<file path="config.mk">
export PLATFORM = sky130hd
export DESIGN_NAME = grant_mux
export DESIGN_NICKNAME = d
export VERILOG_FILES = /design/src/rtl/grant_mux_pkg.sv /design/src/rtl/grant_mux_grant_decode.sv /design/src/rtl/grant_mux.sv
export SDC_FILE = /design/constraint.sdc
export NUM_CORES = 1
export LEC_CHECK = 0
export ABC_AREA = 1
export BUFFER_PORTS_ARGS = -buffer_cell sky130_fd_sc_hd__clkbuf_2
export CAP_MARGIN = 0
export CELL_PAD_IN_SITES_DETAIL_PLACEMENT = 0
export CELL_PAD_IN_SITES_GLOBAL_PLACEMENT = 1
export CORE_MARGIN = 2
export CORE_UTILIZATION = 30
export CTS_BUF_LIST = sky130_fd_sc_hd__clkbuf_8
export DETAILED_ROUTE_END_ITERATION = 10
export PLACE_DENSITY = 0.84
export SLEW_MARGIN = 20
export SYNTH_ARGS = -nofsm -noshare
export SYNTH_HDL_FRONTEND = slang
export SYNTH_SLANG_ARGS = --single-unit
</file>
<file path="constraint.sdc">
create_clock -name clk -period 1.15 [get_ports clk]
set_input_delay 0.115 -clock clk [delete_from_list [all_inputs] [get_ports clk]]
set_output_delay 0.115 -clock clk [all_outputs]
set_load 0.02 [all_outputs]
</file>
<file path="src/rtl/grant_mux_pkg.sv">
// Shared definitions for the grant-driven burst mux: FSM encoding, channel count,
// and the one-hot to binary index helper.
package grant_mux_pkg;

   localparam int NUM_CH = 4;

   typedef enum logic {
      IDLE = 1'b0,
      XFER = 1'b1
   } state_e;

   // Returns the index of the highest set bit; only meaningful for a one-hot input.
   function automatic logic [1:0] onehot_to_idx(input logic [NUM_CH-1:0] oh);
      logic [1:0] idx;
      idx = 2'd0;
      for (int i = 0; i < NUM_CH; i++) begin
         if (oh[i]) idx = 2'(i);
      end
      return idx;
   endfunction

endpackage

</file>
<file path="src/rtl/grant_mux_grant_decode.sv">
// Combinational grant classifier: binary index, exactly-one-set flag, multi-hot flag.
// Zero latency, no flow control.
module grant_decode
   import grant_mux_pkg::*;
(
   input  logic [NUM_CH-1:0] grant_i,
   output logic [1:0]        idx_o,
   output logic              one_hot_o,
   output logic              multi_hot_o
);

   always_comb begin
      idx_o       = onehot_to_idx(grant_i);
      one_hot_o   = ($countones(grant_i) == 1);
      multi_hot_o = ($countones(grant_i) > 1);
   end

endmodule

</file>
<file path="src/rtl/grant_mux.sv">
// Latches a one-hot grant and forwards BURST_LEN beats from that channel through a
// one-deep output register (1-cycle latency); a held, unaccepted beat stalls the channel.
module grant_mux
   import grant_mux_pkg::*;
#(
   parameter int DATA_W    = 8,
   parameter int BURST_LEN = 4
) (
   input  logic                     clk,
   input  logic                     rst_n,
   input  logic [NUM_CH-1:0]        grant,
   input  logic [NUM_CH*DATA_W-1:0] ch_data,
   input  logic [NUM_CH-1:0]        ch_valid,
   output logic [NUM_CH-1:0]        ch_ready,
   output logic [DATA_W-1:0]        out_data,
   output logic                     out_valid,
   input  logic                     out_ready,
   output logic [1:0]               out_src,
   output logic                     out_last,
   output logic                     burst_done,
   output logic                     grant_err
);

   localparam logic [3:0] LAST_CNT = 4'(BURST_LEN - 1);

   state_e              state_q, state_d;
   logic [1:0]          sel_q, sel_d;
   logic [3:0]          cnt_q, cnt_d;
   logic                out_valid_q, out_valid_d;
   logic [DATA_W-1:0]   out_data_q, out_data_d;
   logic [1:0]          out_src_q, out_src_d;
   logic                out_last_q, out_last_d;
   logic                burst_done_q, burst_done_d;
   logic                grant_err_q, grant_err_d;

   logic [1:0]          dec_idx;
   logic                dec_one_hot;
   logic                dec_multi_hot;
   logic                load_ok;
   logic                accept;
   logic                last_beat;

   grant_decode u_grant_decode (
      .grant_i     (grant),
      .idx_o       (dec_idx),
      .one_hot_o   (dec_one_hot),
      .multi_hot_o (dec_multi_hot)
   );

   always_comb begin
      state_d      = state_q;
      sel_d        = sel_q;
      cnt_d        = cnt_q;
      out_valid_d  = out_valid_q;
      out_data_d   = out_data_q;
      out_src_d    = out_src_q;
      out_last_d   = out_last_q;
      burst_done_d = 1'b0;
      grant_err_d  = 1'b0;

      // The output register can take a beat when empty or draining this cycle.
      load_ok   = (state_q == XFER) && (!out_valid_q || out_ready);
      accept    = load_ok && ch_valid[sel_q];
      last_beat = (cnt_q == LAST_CNT);

      unique case (state_q)
         IDLE: begin
            if (dec_one_hot) begin
               sel_d   = dec_idx;
               cnt_d   = 4'd0;
               state_d = XFER;
            end else begin
               grant_err_d = dec_multi_hot;
            end
         end
         XFER: begin
            if (accept) begin
               if (last_beat) state_d = IDLE;
               else           cnt_d   = cnt_q + 4'd1;
            end
         end
         default: state_d = IDLE;
      endcase

      if (accept) begin
         out_valid_d  = 1'b1;
         out_data_d   = ch_data[int'(sel_q)*DATA_W +: DATA_W];
         out_src_d    = sel_q;
         out_last_d   = last_beat;
         burst_done_d = last_beat;
      end else if (out_ready) begin
         out_valid_d = 1'b0;
      end
   end

   always_ff @(posedge clk or negedge rst_n) begin
      if (!rst_n) begin
         state_q      <= IDLE;
         sel_q        <= 2'd0;
         cnt_q        <= 4'd0;
         out_valid_q  <= 1'b0;
         out_data_q   <= '0;
         out_src_q    <= 2'd0;
         out_last_q   <= 1'b0;
         burst_done_q <= 1'b0;
         grant_err_q  <= 1'b0;
      end else begin
         state_q      <= state_d;
         sel_q        <= sel_d;
         cnt_q        <= cnt_d;
         out_valid_q  <= out_valid_d;
         out_data_q   <= out_data_d;
         out_src_q    <= out_src_d;
         out_last_q   <= out_last_d;
         burst_done_q <= burst_done_d;
         grant_err_q  <= grant_err_d;
      end
   end

   assign ch_ready   = load_ok ? (4'b0001 << sel_q) : 4'b0000;
   assign out_data   = out_data_q;
   assign out_valid  = out_valid_q;
   assign out_src    = out_src_q;
   assign out_last   = out_last_q;
   assign burst_done = burst_done_q;
   assign grant_err  = grant_err_q;

endmodule

</file>
== Word level (Yosys, flattened, before mapping) ==
Cells that the tools add are included.
W data, S select, Z words.
Storage, ports and cells
  flip-flop bits (word level): 21
  input port bits: 43
  output and inout bits: 18
  word-level logic and storage cells: 49
Cells by class
  add/subtract/negate cells: 4
  magnitude comparators: 2
  equal/unequal tests: 5
  shift-type cells: 2
  muxes and demuxes: 19
  bitwise operators: 1
  reduce and logical (&&, ||, !) cells: 7
Operators by type and width (count)
  $add A2 B32 Y32: 1
  $eq A32 B2 Y1 const B: 1
  $gt A32 B2 Y1 const B: 1
  $shiftx A32 B6 Y8: 1
  $mux W4: 4
  $mux W1: 10
  $pmux W4 S2: 1
  $add A1 B1 Y2: 2
  $add A4 B1 Y4 const B: 1
  $eq A4 B2 Y1 const B: 1
  $mux W2: 2
  $ne A2 B2 Y1 const B: 2
  $shl A1 B2 Y4 const A: 1
  $lt A2 B3 Y1 const B: 1
  $reduce_and A3 Y1: 1
  $bmux W1 S2: 1
  $logic_and A1 B1 Y1: 2
  $ne A2 B1 Y1 const B: 1
  $pmux W1 S2: 1
  $reduce_and A2 Y1: 1
  $reduce_bool A2 Y1: 1
  $logic_not A1 Y1: 1
  $logic_or A1 B1 Y1: 1
  $not A1 Y1: 1

== Logic depth before layout (Yosys ltp) ==
Gate-level depths: netlist of run 1.
  depth in word-level cells: 6
  gate-level depth with buffers: 10
  mapped depth without buffers: 9

== Modules after synthesis ==
A second synthesis of run 1 with hierarchy kept.
Unflattened totals
  cells, all modules: 165
  area total of the unflattened synthesis: 1271.2 µm²
By module, submodules not included
  grant_mux: times used 1, cells an instance 147, area an instance 1158.6 µm², seq. area each 525.5 µm²
  grant_decode: times used 1, cells an instance 18, area an instance 112.6 µm², seq. area each 0.0 µm²

== Worst setup path after synthesis of run 1 ==
OpenSTA, ideal clock, no wires.
  path type: input to register
  from: input port grant[2]
  to: register sel_q[0]
  arrival time: 1.603 ns
  setup slack: -0.581 ns
  stages on the path: 8
  buffers on the path: 0
  path through: inv_1 > ha_1 > ha_1 > fa_1 > nor2_1 > nand3_2 > a211oi_1 > a21oi_1
On the way
  word-level cells in the longest chain between the ends: 4
Ends and longest elaborated chain
  from (decl): line grant_mux.sv:11  | input logic [NUM_CH-1:0] grant,
  $add A1 B1 Y2 (implied by the code): line grant_mux_grant_decode.sv:14  | one_hot_o = ($countones(grant_i) == 1);
  $add A2 B32 Y32 (implied by the code): line grant_mux_grant_decode.sv:14
  $eq A32 B2 Y1: line grant_mux_grant_decode.sv:14
  $reduce_and A2 Y1 (no source line)
  to (signal assigned): line grant_mux.sv:109  | sel_q <= sel_d;
  to (decl): line grant_mux.sv:27  | logic [1:0] sel_q, sel_d;
Parallel ways exist; a longest one is shown, timed or not.
A chain may end at the register's enable or synchronous reset.

== Worst setup path after layout of run 1 ==
  from: input port grant[3]
  to: register cnt_q[3]
On the way
  word-level cells in the longest chain between the ends: 5
Ends and longest elaborated chain
  $add A1 B1 Y2 (implied by the code): line grant_mux_grant_decode.sv:14
  $add A2 B32 Y32 (implied by the code): line grant_mux_grant_decode.sv:14
  $eq A32 B2 Y1: line grant_mux_grant_decode.sv:14
  $ne A2 B2 Y1 (no source line)
  $reduce_and A3 Y1 (no source line)
  to (signal assigned): line grant_mux.sv:110  | cnt_q <= cnt_d;
  to (decl): line grant_mux.sv:28  | logic [3:0] cnt_q, cnt_d;
No other way between the ends.

==> results of run 1 <==
through the flow:
stage                     cells  hold slack [ns]  cell area [sq um]
after global placement      286            0.114               1890
after detailed placement    286            0.121               1890
final                       294           0.0356               2090
after CTS                   294           0.0272               2050
after floorplan             156           -0.181               1370
after global routing        294           0.0344               2090
state kept, by name, indices dropped and copies added, names as in the netlist:
name,flops
out_src,2
out_data,8
burst_done,1
state_q,1
out_valid,1
sel_q,2
grant_err,1
out_last,1
cnt_q,4
worst max path at each step:
stage | startpoint | to | slack [ns] | depth (start not counted)
6_report | grant[3] | cnt_q[3] | -0.35 | 11
5_1_grt | grant[3] | cnt_q[3] | -0.40 | 11
4_1_cts | grant[2] | cnt_q[2] | -0.36 | 11
3_5_place_dp | grant[3] | sel_q[0] | -0.78 | 9
3_3_place_gp | grant[3] | sel_q[0] | -0.70 | 9
2_1_floorplan | grant[3] | sel_q[0] | -0.46 | 8
Yosys cell counts, drive strengths merged:
| master | number | share of area |
|---|---|---|
| a211oi | 1 | 0.0060 |
| a21oi | 9 | 0.036 |
| buf | 4 | 0.036 |
| dfrtp | 21 | 0.42 |
| fa | 1 | 0.016 |
| ha | 5 | 0.050 |
| inv | 10 | 0.034 |
| nand2 | 57 | 0.18 |
| nand3 | 16 | 0.072 |
| nand4 | 1 | 0.0050 |
| nor2 | 12 | 0.048 |
| nor3 | 3 | 0.012 |
| nor3b | 1 | 0.0060 |
| o21ai | 14 | 0.071 |
| xor2 | 1 | 0.0070 |
cell type report:
cell class	instances	area [sq um]	area share
clock buffer	3	41.3	0.0197
clock inverter	1	3.75	0.00179
inverter	10	62.6	0.0299
multi-input combinational	121	785	0.375
sequential	21	528	0.252
tap	50	62.6	0.0299
timing repair buffer	88	611	0.292
routing by layer:
layer | vias up | part of all wire
met5 | - | 0
met4 | 0 | 0.036
met3 | 11 | 0.042
met2 | 35 | 0.49
met1 | 588 | 0.44
li1 | 690 | -
timing repair:
action / in CTS / in global routing
pin swaps: 11 / 4
setup buffers: 3 / 0
cloned: 0 / 0
hold buffers: 1 / 0
hold endpoints to repair: 21 / 0
setup endpoints to repair: 25 / 25
resized for setup: 17 / 15
cell families after synthesis:
group,synth area share
AO/OA/AOI/OAI,0.113
XOR/XNOR,0.00702
adder cells (fa/ha/maj),0.0661
buffers and inverters,0.0701
flip-flops,0.421
AND/OR/NAND/NOR,0.323
power by group through the flow:
stage                     logic (mW)  clock network, mW  registers (mW)
after detailed placement        3.32                  0            1.34
after floorplan                 2.00                  0            1.51
after CTS                       3.50              0.505            1.34
after global routing            4.00              0.540            1.41
final                           3.59              0.485            1.37
after global placement          3.28                  0            1.34
placed cells by master (no fill, tap or decap), types with 3 or more instances in the layout:
| master | instances |
|---|---|
| sky130_fd_sc_hd__nand3_1 | 13 |
| sky130_fd_sc_hd__nor3_4 | 3 |
| sky130_fd_sc_hd__dfrtp_1 | 19 |
| sky130_fd_sc_hd__o21ai_1 | 8 |
| sky130_fd_sc_hd__nor2_1 | 4 |
| sky130_fd_sc_hd__o21ai_2 | 5 |
| sky130_fd_sc_hd__nor2_4 | 4 |
| sky130_fd_sc_hd__nand2_2 | 11 |
| sky130_fd_sc_hd__clkbuf_8 | 4 |
| sky130_fd_sc_hd__buf_12 | 3 |
| sky130_fd_sc_hd__nor2_2 | 4 |
| sky130_fd_sc_hd__inv_4 | 3 |
| sky130_fd_sc_hd__inv_1 | 5 |
| sky130_fd_sc_hd__a21oi_1 | 9 |
| sky130_fd_sc_hd__buf_4 | 20 |
| sky130_fd_sc_hd__nand2_1 | 44 |
| sky130_fd_sc_hd__clkbuf_2 | 56 |
| sky130_fd_sc_hd__ha_4 | 3 |
| sky130_fd_sc_hd__buf_6 | 5 |
==> summary.txt, run 1 <==
STA
  – Worst-case setup margin in the final layout: -0.349 ns
  – Pin slew with the least headroom to its limit: 0.521 ns
  – Peak Freq: 0.667 GHz
  – Number of max-slew violations in the final report: 0
  – Unrepaired setup endpoints after global routing: true
  – Aggregate negative setup slack: -5.71 ns
  – Endpoints failing hold: 0
  – Endpoints failing setup: 25
  – Period utilization: 1.30
  – Clock period minus final worst setup slack: 1.50 ns
  – Max-slew headroom at the worst pin: 0.652
  – Final setup skew: 0.00121 ns

Global routing
  – Largest net degree at the start of global routing: 22
  – Met2 Resource Use GR: 0.291
  – Met1 Usage GRT: 0.204
  – Leftover overflow at the end of global routing: 0
  – Wire length of the first global-routing pass: 5950 um
  – Global-route total usage across every layer: 0.171
  – Number of global-route vias before repair: 1401
  – Initial antenna violation count: 0
  – Met3 Use GR: 0.0211
  – Busiest grt layer: met2

Layout
  – Share of final-layout standard cells stronger than drive strength 1: 0.553
  – Filler cell count: 394
  – Final core utilization: 0.523
  – Final Net Count: 294
  – Area growth from synthesis to final layout: 67.6%
  – Diode insertion count for antenna repair: 0

Place
  – Total half-perimeter wirelength after legalization and detailed placement: 2580 um
  – Final weighted congestion in routability-driven placement: 0.768
  – Worst Setup Slack post-DPL: -0.775 ns
  – Port Buffer Count: 60

Setup path
  – R2r setup slk: -0.21 ns
  – Arrival time at the worst endpoint: 1.71 ns
  – Crit path capture type: flop
  – Class of the most critical setup path: in2reg
  – Category of the worst setup path launch point: input port
  – R2R Path End: cnt_q[3]
  – Category of cells accounting for the largest share of critical-path delay: adder cells
  – Maximum fanout along the worst path: 5
  – Critical path buffers and inverters: 3
  – Start of the worst register-to-register path: sel_q[0]
  – Worst path slowest cell: sky130_fd_sc_hd__fa_1
  – Worst path required time: 1.36 ns
  – Critical path cell sequence: clkbuf_16, inv_12, ha_4, ha_4, fa_1, nor2_2, nand3_4, buf_12, nand2_4, nand2_2, nand2_2
  – R2R cell count: 9
  – Largest stage delay, worst path: 0.45 ns

Floorplan
  – # rows: 23
  – Die extent in x: 68.5 um
  – Placeable Area: 4000 sq um
  – Ports placed on the boundary: 61
  – Die extent in y: 68.5 um
  – Initial core utilization: 0.312
  – DIE AREA: 4690 sq um

Pwr
  – Comb pwr share: 0.660
  – Post-layout total power: 5.44 mW
  – Sw frac: 0.469
  – Pwr Density: 2600 nW/um^2
  – Int Pwr: 2.89 mW
  – Clk network pwr share: 0.089
  – Maximum VDD drop: 1.70 mV
  – Leakage power: 1.07 nW
  – Sequential Power Share: 0.251
  – Switching power: 2.55 mW

Clock tree
  – Clock transition at the registers of the reported paths: 0.08 ns
  – Number of sinks handled by clock tree synthesis: 21
  – Worst skew pair latency: 0.26 ns
  – Number of H-tree levels: 1
  – Maximum count of clock buffers along a single path: 2
  – TritonCTS clock tree: done
  – Cts bufs inserted: 3
  – Root buf cell: sky130_fd_sc_hd__clkbuf_8

Synthesis
  – Share of the yosys chip area belonging to registers: 0.421
  – Netlist Area Pre-Place: 1250 sq um
  – Warning count from the yosys run: 0
  – Gate count after technology mapping: 156
  – Post-synthesis register bit count: 21
  – Syn nets: 205
  – Mean instance size in the synthesized netlist: 8.00 sq um
  – Netlist cell types: 25

Routing
  – Via density per instance: 4.50
  – Via count: 1324
  – Average detailed-routed wire length per instance: 11.5 um
  – Post-DRT Antenna Nets: 0
  – First DRT Iteration DRCs: 69
  – Number of design rule violations left after detail routing: 0
  – Detailed Routing Iterations Pass 1: 4
  – Post-Route WL: 3370 um

Status
  – Violated checks: setup timing
  – Run status: finished with violations

Worst hold path
  – Class of the most critical hold timing path: in2reg
  – Startpoint of the tightest hold check path: out_ready
  – WHS Endpoint: out_valid
  – Worst Hold Path Cells: 2

Job
  – Max-capacitance violation count: 0
Power figures use the tool's default switching activity.
==> inputs of run 2 (changes only) <==
Settings changed: ABC_AREA 1 to not set, CORE_UTILIZATION 30 to 32, PLACE_DENSITY 0.84 to 0.82.
==> run 2 against run 1 <==
The flow still finishes with violations (setup timing). Sequential power decreased by 7%. Non-clock buffer count decreased by 6. Utilization increased by 4.0 points. Register-to-register slack got worse by 0.28 ns. Setup slack got worse by 0.20 ns. Critical endpoint is now cnt_q[0]. Largest power group unchanged.
==> summary.txt, run 2 <==
Status
  – Run status: finished with violations
  – Violated checks: setup timing

Pwr
  – Post-layout total power: 5.30 mW (-2.5%)
  – Pwr Density: 2530 nW/um^2 (-2.5%)
  – Switching power: 2.11 mW (-17%)
  – Comb pwr share: 0.664 (+0.004)
  – Clk network pwr share: 0.095 (+0.006)
  – Sw frac: 0.399 (-0.0705)
  – Leakage power: 1.04 nW (-3.1%)
  – Int Pwr: 3.19 mW (+10%)
  – Maximum VDD drop: 0.843 mV (-50%)
  – Sequential Power Share: 0.242 (-0.009)

Setup path
  – R2R Path End: cnt_q[0]
  – Critical path buffers and inverters: 2 (-1)
  – Category of the worst setup path launch point: input port
  – Cell occurring most often along the worst timing path: sky130_fd_sc_hd__ha_4
  – Launching instance or port of the critical path: grant[3]
  – Worst path slowest cell: sky130_fd_sc_hd__or4b_4
  – Start of the worst register-to-register path: sel_q[0]
  – Class of the most critical setup path: in2reg
  – Total stage count of the critical path: 8 (-3)
  – R2R cell count: 4 (-5)
  – Arrival time at the worst endpoint: 1.84 ns (+0.13 ns)
  – R2r setup slk: -0.49 ns (-0.28 ns)
  – Category of cells accounting for the largest share of critical-path delay: adder cells
  – Critical path capture point: cnt_q[0]
  – Largest stage delay, worst path: 0.56 ns (+0.11 ns)
  – Crit path capture type: flop
  – Critical path cell sequence: clkbuf_16, inv_12, ha_4, ha_4, fa_1, or4b_4, nand2_2, mux2i_1
  – Worst path required time: 1.30 ns (-0.06 ns)
  – Maximum fanout along the worst path: 5 (unchanged)

Layout
  – Area growth from synthesis to final layout: 67.1%
  – Most common cell after layout, fill and taps aside: sky130_fd_sc_hd__clkbuf_2
  – Sequential cell area: 526 sq um (-0.47%)
  – Most frequent cells in the layout: sky130_fd_sc_hd__clkbuf_2, sky130_fd_sc_hd__dfrtp_1, sky130_fd_sc_hd__buf_4
  – Largest register FFs: 8 (unchanged)
  – Area of the multi-input gates: 847 sq um (+8.0%)
  – Final core utilization: 0.563 (+0.0400)
  – Final Net Count: 226 (-23%)
  – Share of final-layout standard cells stronger than drive strength 1: 0.744 (+0.191)
  – Filler cell count: 323 (-18%)
  – Diode insertion count for antenna repair: 0 (unchanged)
  – Final standard cell count with taps included and fillers excluded: 224 (-24%)

Clock tree
  – Worst skew pair latency: 0.27 ns (about the same)
  – TritonCTS clock tree: done
  – Number of H-tree levels: 1 (unchanged)
  – Clock transition at the registers of the reported paths: 0.08 ns (about the same)
  – Cts bufs inserted: 3 (unchanged)
  – Root buf cell: sky130_fd_sc_hd__clkbuf_8
  – Number of sinks handled by clock tree synthesis: 21 (unchanged)
  – Maximum count of clock buffers along a single path: 2 (unchanged)

Synthesis
  – Portion of synthesized cell area occupied by the leading cell type: 0.420 (-0.00126)
  – Main area contributors after synthesis: sky130_fd_sc_hd__dfrtp_1, sky130_fd_sc_hd__mux4_2, sky130_fd_sc_hd__mux2_4
  – Warning count from the yosys run: 0 (unchanged)
  – Post-synth top area cell: sky130_fd_sc_hd__dfrtp_1
  – Number of synthesized flops with an enable pin: 0 (unchanged)
  – Top cells by count, synth: sky130_fd_sc_hd__dfrtp_1, sky130_fd_sc_hd__nand2_1, sky130_fd_sc_hd__mux4_2
  – Post-synthesis register bit count: 21 (unchanged)
  – Share of the yosys chip area belonging to registers: 0.420 (-0.00126)
  – Netlist Area Pre-Place: 1250 sq um (+0.30%)
  – Netlist cell types: 32 (+28%)
  – Mean instance size in the synthesized netlist: 13.3 sq um (+66%)
  – Main flop type after synthesis: sky130_fd_sc_hd__dfrtp_1
  – Library cell with the highest instance count after synthesis: sky130_fd_sc_hd__dfrtp_1
  – Gate count after technology mapping: 94 (-40%)
  – Share of flip-flops with an asynchronous set or reset after synthesis: 1.00 (unchanged)
  – Syn nets: 143 (-30%)

Worst hold path
  – Startpoint of the tightest hold check path: grant[1]
  – Class of the most critical hold timing path: in2reg

Routing
  – Detailed Routing Iterations Pass 1: 4 (unchanged)
  – Post-DRT Antenna Nets: 0 (unchanged)
  – First DRT Iteration DRCs: 23 (-67%)
  – Post-Route WL: 3560 um (+5.6%)
  – Average detailed-routed wire length per instance: 15.9 um (+39%)
  – Number of design rule violations left after detail routing: 0 (unchanged)
  – Via density per instance: 5.06 (+12%)
  – Via count: 1134 (-14%)

Floorplan
  – Die extent in y: 66.6 um (-2.9%)
  – Ports placed on the boundary: 61 (unchanged)
  – # rows: 22 (-4.3%)
  – DIE AREA: 4430 sq um (-5.6%)
  – Die extent in x: 66.6 um (-2.9%)
  – Initial core utilization: 0.337 (+0.0249)
  – Placeable Area: 3720 sq um (-7.1%)

STA
  – Pin slew with the least headroom to its limit: 0.518 ns (-0.00351 ns)
  – Number of max-slew violations in the final report: 0 (unchanged)
  – Final setup skew: 0.0109 ns (+0.00969 ns)
  – Endpoints failing hold: 0 (unchanged)
  – Peak Freq: 0.590 GHz (-12%)
  – Endpoints failing setup: 24 (-4.0%)
  – Clock period minus final worst setup slack: 1.70 ns (+0.196 ns)
  – Period utilization: 1.47 (+0.171)
  – Worst-case setup margin in the final layout: -0.545 ns (-0.196 ns)
  – Unrepaired setup endpoints after global routing: true
  – Max-slew headroom at the worst pin: 0.655 (+0.00234)

Place
  – Final weighted congestion in routability-driven placement: 0.720 (-6.3%)
  – Number of placed cells counting well taps: 210 (-27%)
  – Total half-perimeter wirelength after legalization and detailed placement: 2550 um (-0.85%)
  – Port Buffer Count: 60 (unchanged)

Global routing
  – Initial antenna violation count: 0 (unchanged)
  – Largest net degree at the start of global routing: 22 (unchanged)
  – Number of global-route vias before repair: 1228 (-12%)
  – Leftover overflow at the end of global routing: 0 (unchanged)
  – Global-route total usage across every layer: 0.169 (-0.00212)
  – Wire length of the first global-routing pass: 5540 um (-6.8%)

Job
  – Max-capacitance violation count: 0 (unchanged)
## run 2: cell types whose count changed after synthesis, moves of 5 or more
cell / before / now
sky130_fd_sc_hd__mux2_4: 0 / 6
sky130_fd_sc_hd__mux2i_1: 0 / 5
sky130_fd_sc_hd__o21ai_2: 5 / 0
sky130_fd_sc_hd__nand3_1: 14 / 2
sky130_fd_sc_hd__a21oi_1: 9 / 1
sky130_fd_sc_hd__nand2_1: 55 / 9
sky130_fd_sc_hd__inv_1: 9 / 4
sky130_fd_sc_hd__mux4_2: 0 / 7
## run 2: timing repair
action | CTS | global route
hold endpoints to repair | 21 | 0
hold buffers | 1 | 0
pin swaps | 14 | 4
cloned | 2 | 0
setup buffers | 6 | 2
resized for setup | 36 | 12
endpoints found under the setup margin | 25 | 24
## run 2: stage by stage
| stage | setup slack [ns] | instance area (sq um) | hold WS, ns | setup TNS, ns |
|---|---|---|---|---|
| global route | -0.569 | 2090 | 0.201 | -10.65 |
| CTS | -0.583 | 2040 | 0.151 | -10.14 |
| global placement | -0.958 | 1780 | 0.113 | -12.07 |
| finish | -0.545 | 2090 | 0.181 | -9.81 |
| detailed placement | -1.03 | 1780 | 0.109 | -13.06 |
| floorplan | -0.682 | 1380 | -0.181 | -9.92 |
## run 2: tightest hold or removal path: stages
cell                       delay, ns
sky130_fd_sc_hd__clkbuf_2       0.11
sky130_fd_sc_hd__a21oi_1        0.08
sky130_fd_sc_hd__o21ai_1        0.11
## run 2: logic make-up (layout without fill, tap and decap cells)
| group | after synthesis | in the layout | share of synthesized area |
|---|---|---|---|
| flops | 21 | 21 | 0.420 |
| buf+inv | 10 | 90 | 0.0509 |
| xor+xnor | 1 | 1 | 0.00699 |
| mux | 23 | 23 | 0.307 |
| fa+ha+maj | 6 | 6 | 0.0659 |
| simple gates | 26 | 28 | 0.111 |
| compound gates | 7 | 7 | 0.0390 |
## run 2: final cells by class
class	count	area share
Multi-Input combinational cell	65	0.405
Sequential cell	21	0.251
Tap cell	48	0.0287
Clock buffer	3	0.0197
Inverter	4	0.0167
Timing Repair Buffer	82	0.277
Clock inverter	1	0.00239
## run 2: layer usage
layer | global-route usage | share of wire | wire length (um) | up-vias
li1 | - | - | - | 517
met1 | 0.186 | 0.39 | 1380 | 560
met2 | 0.306 | 0.52 | 1850 | 50
met3 | 0.0304 | 0.070 | 249 | 7
met4 | 0.0893 | 0.021 | 76 | 0
met5 | 0 | 0 | 0 | -
## run 2: how the worst min path moves through the flow
stage / end / slack, ns / cells past startpoint
after floorplan: burst_done / -0.18 / 0
after global placement: out_data[0] / 0.11 / 1
after detailed placement: out_data[0] / 0.11 / 1
after CTS: out_src[1] / 0.15 / 3
after global routing: sel_q[0] / 0.20 / 3
final: sel_q[0] / 0.18 / 3
## run 2: power groups by stage
| stage | clock [mW] | sequential, mW | combinational, mW |
|---|---|---|---|
| floorplan | 0 | 1.53 | 1.77 |
| global placement | 0 | 1.25 | 2.68 |
| detailed placement | 0 | 1.27 | 2.75 |
| CTS | 0.506 | 1.27 | 3.32 |
| global route | 0.542 | 1.31 | 3.75 |
| finish | 0.503 | 1.28 | 3.52 |
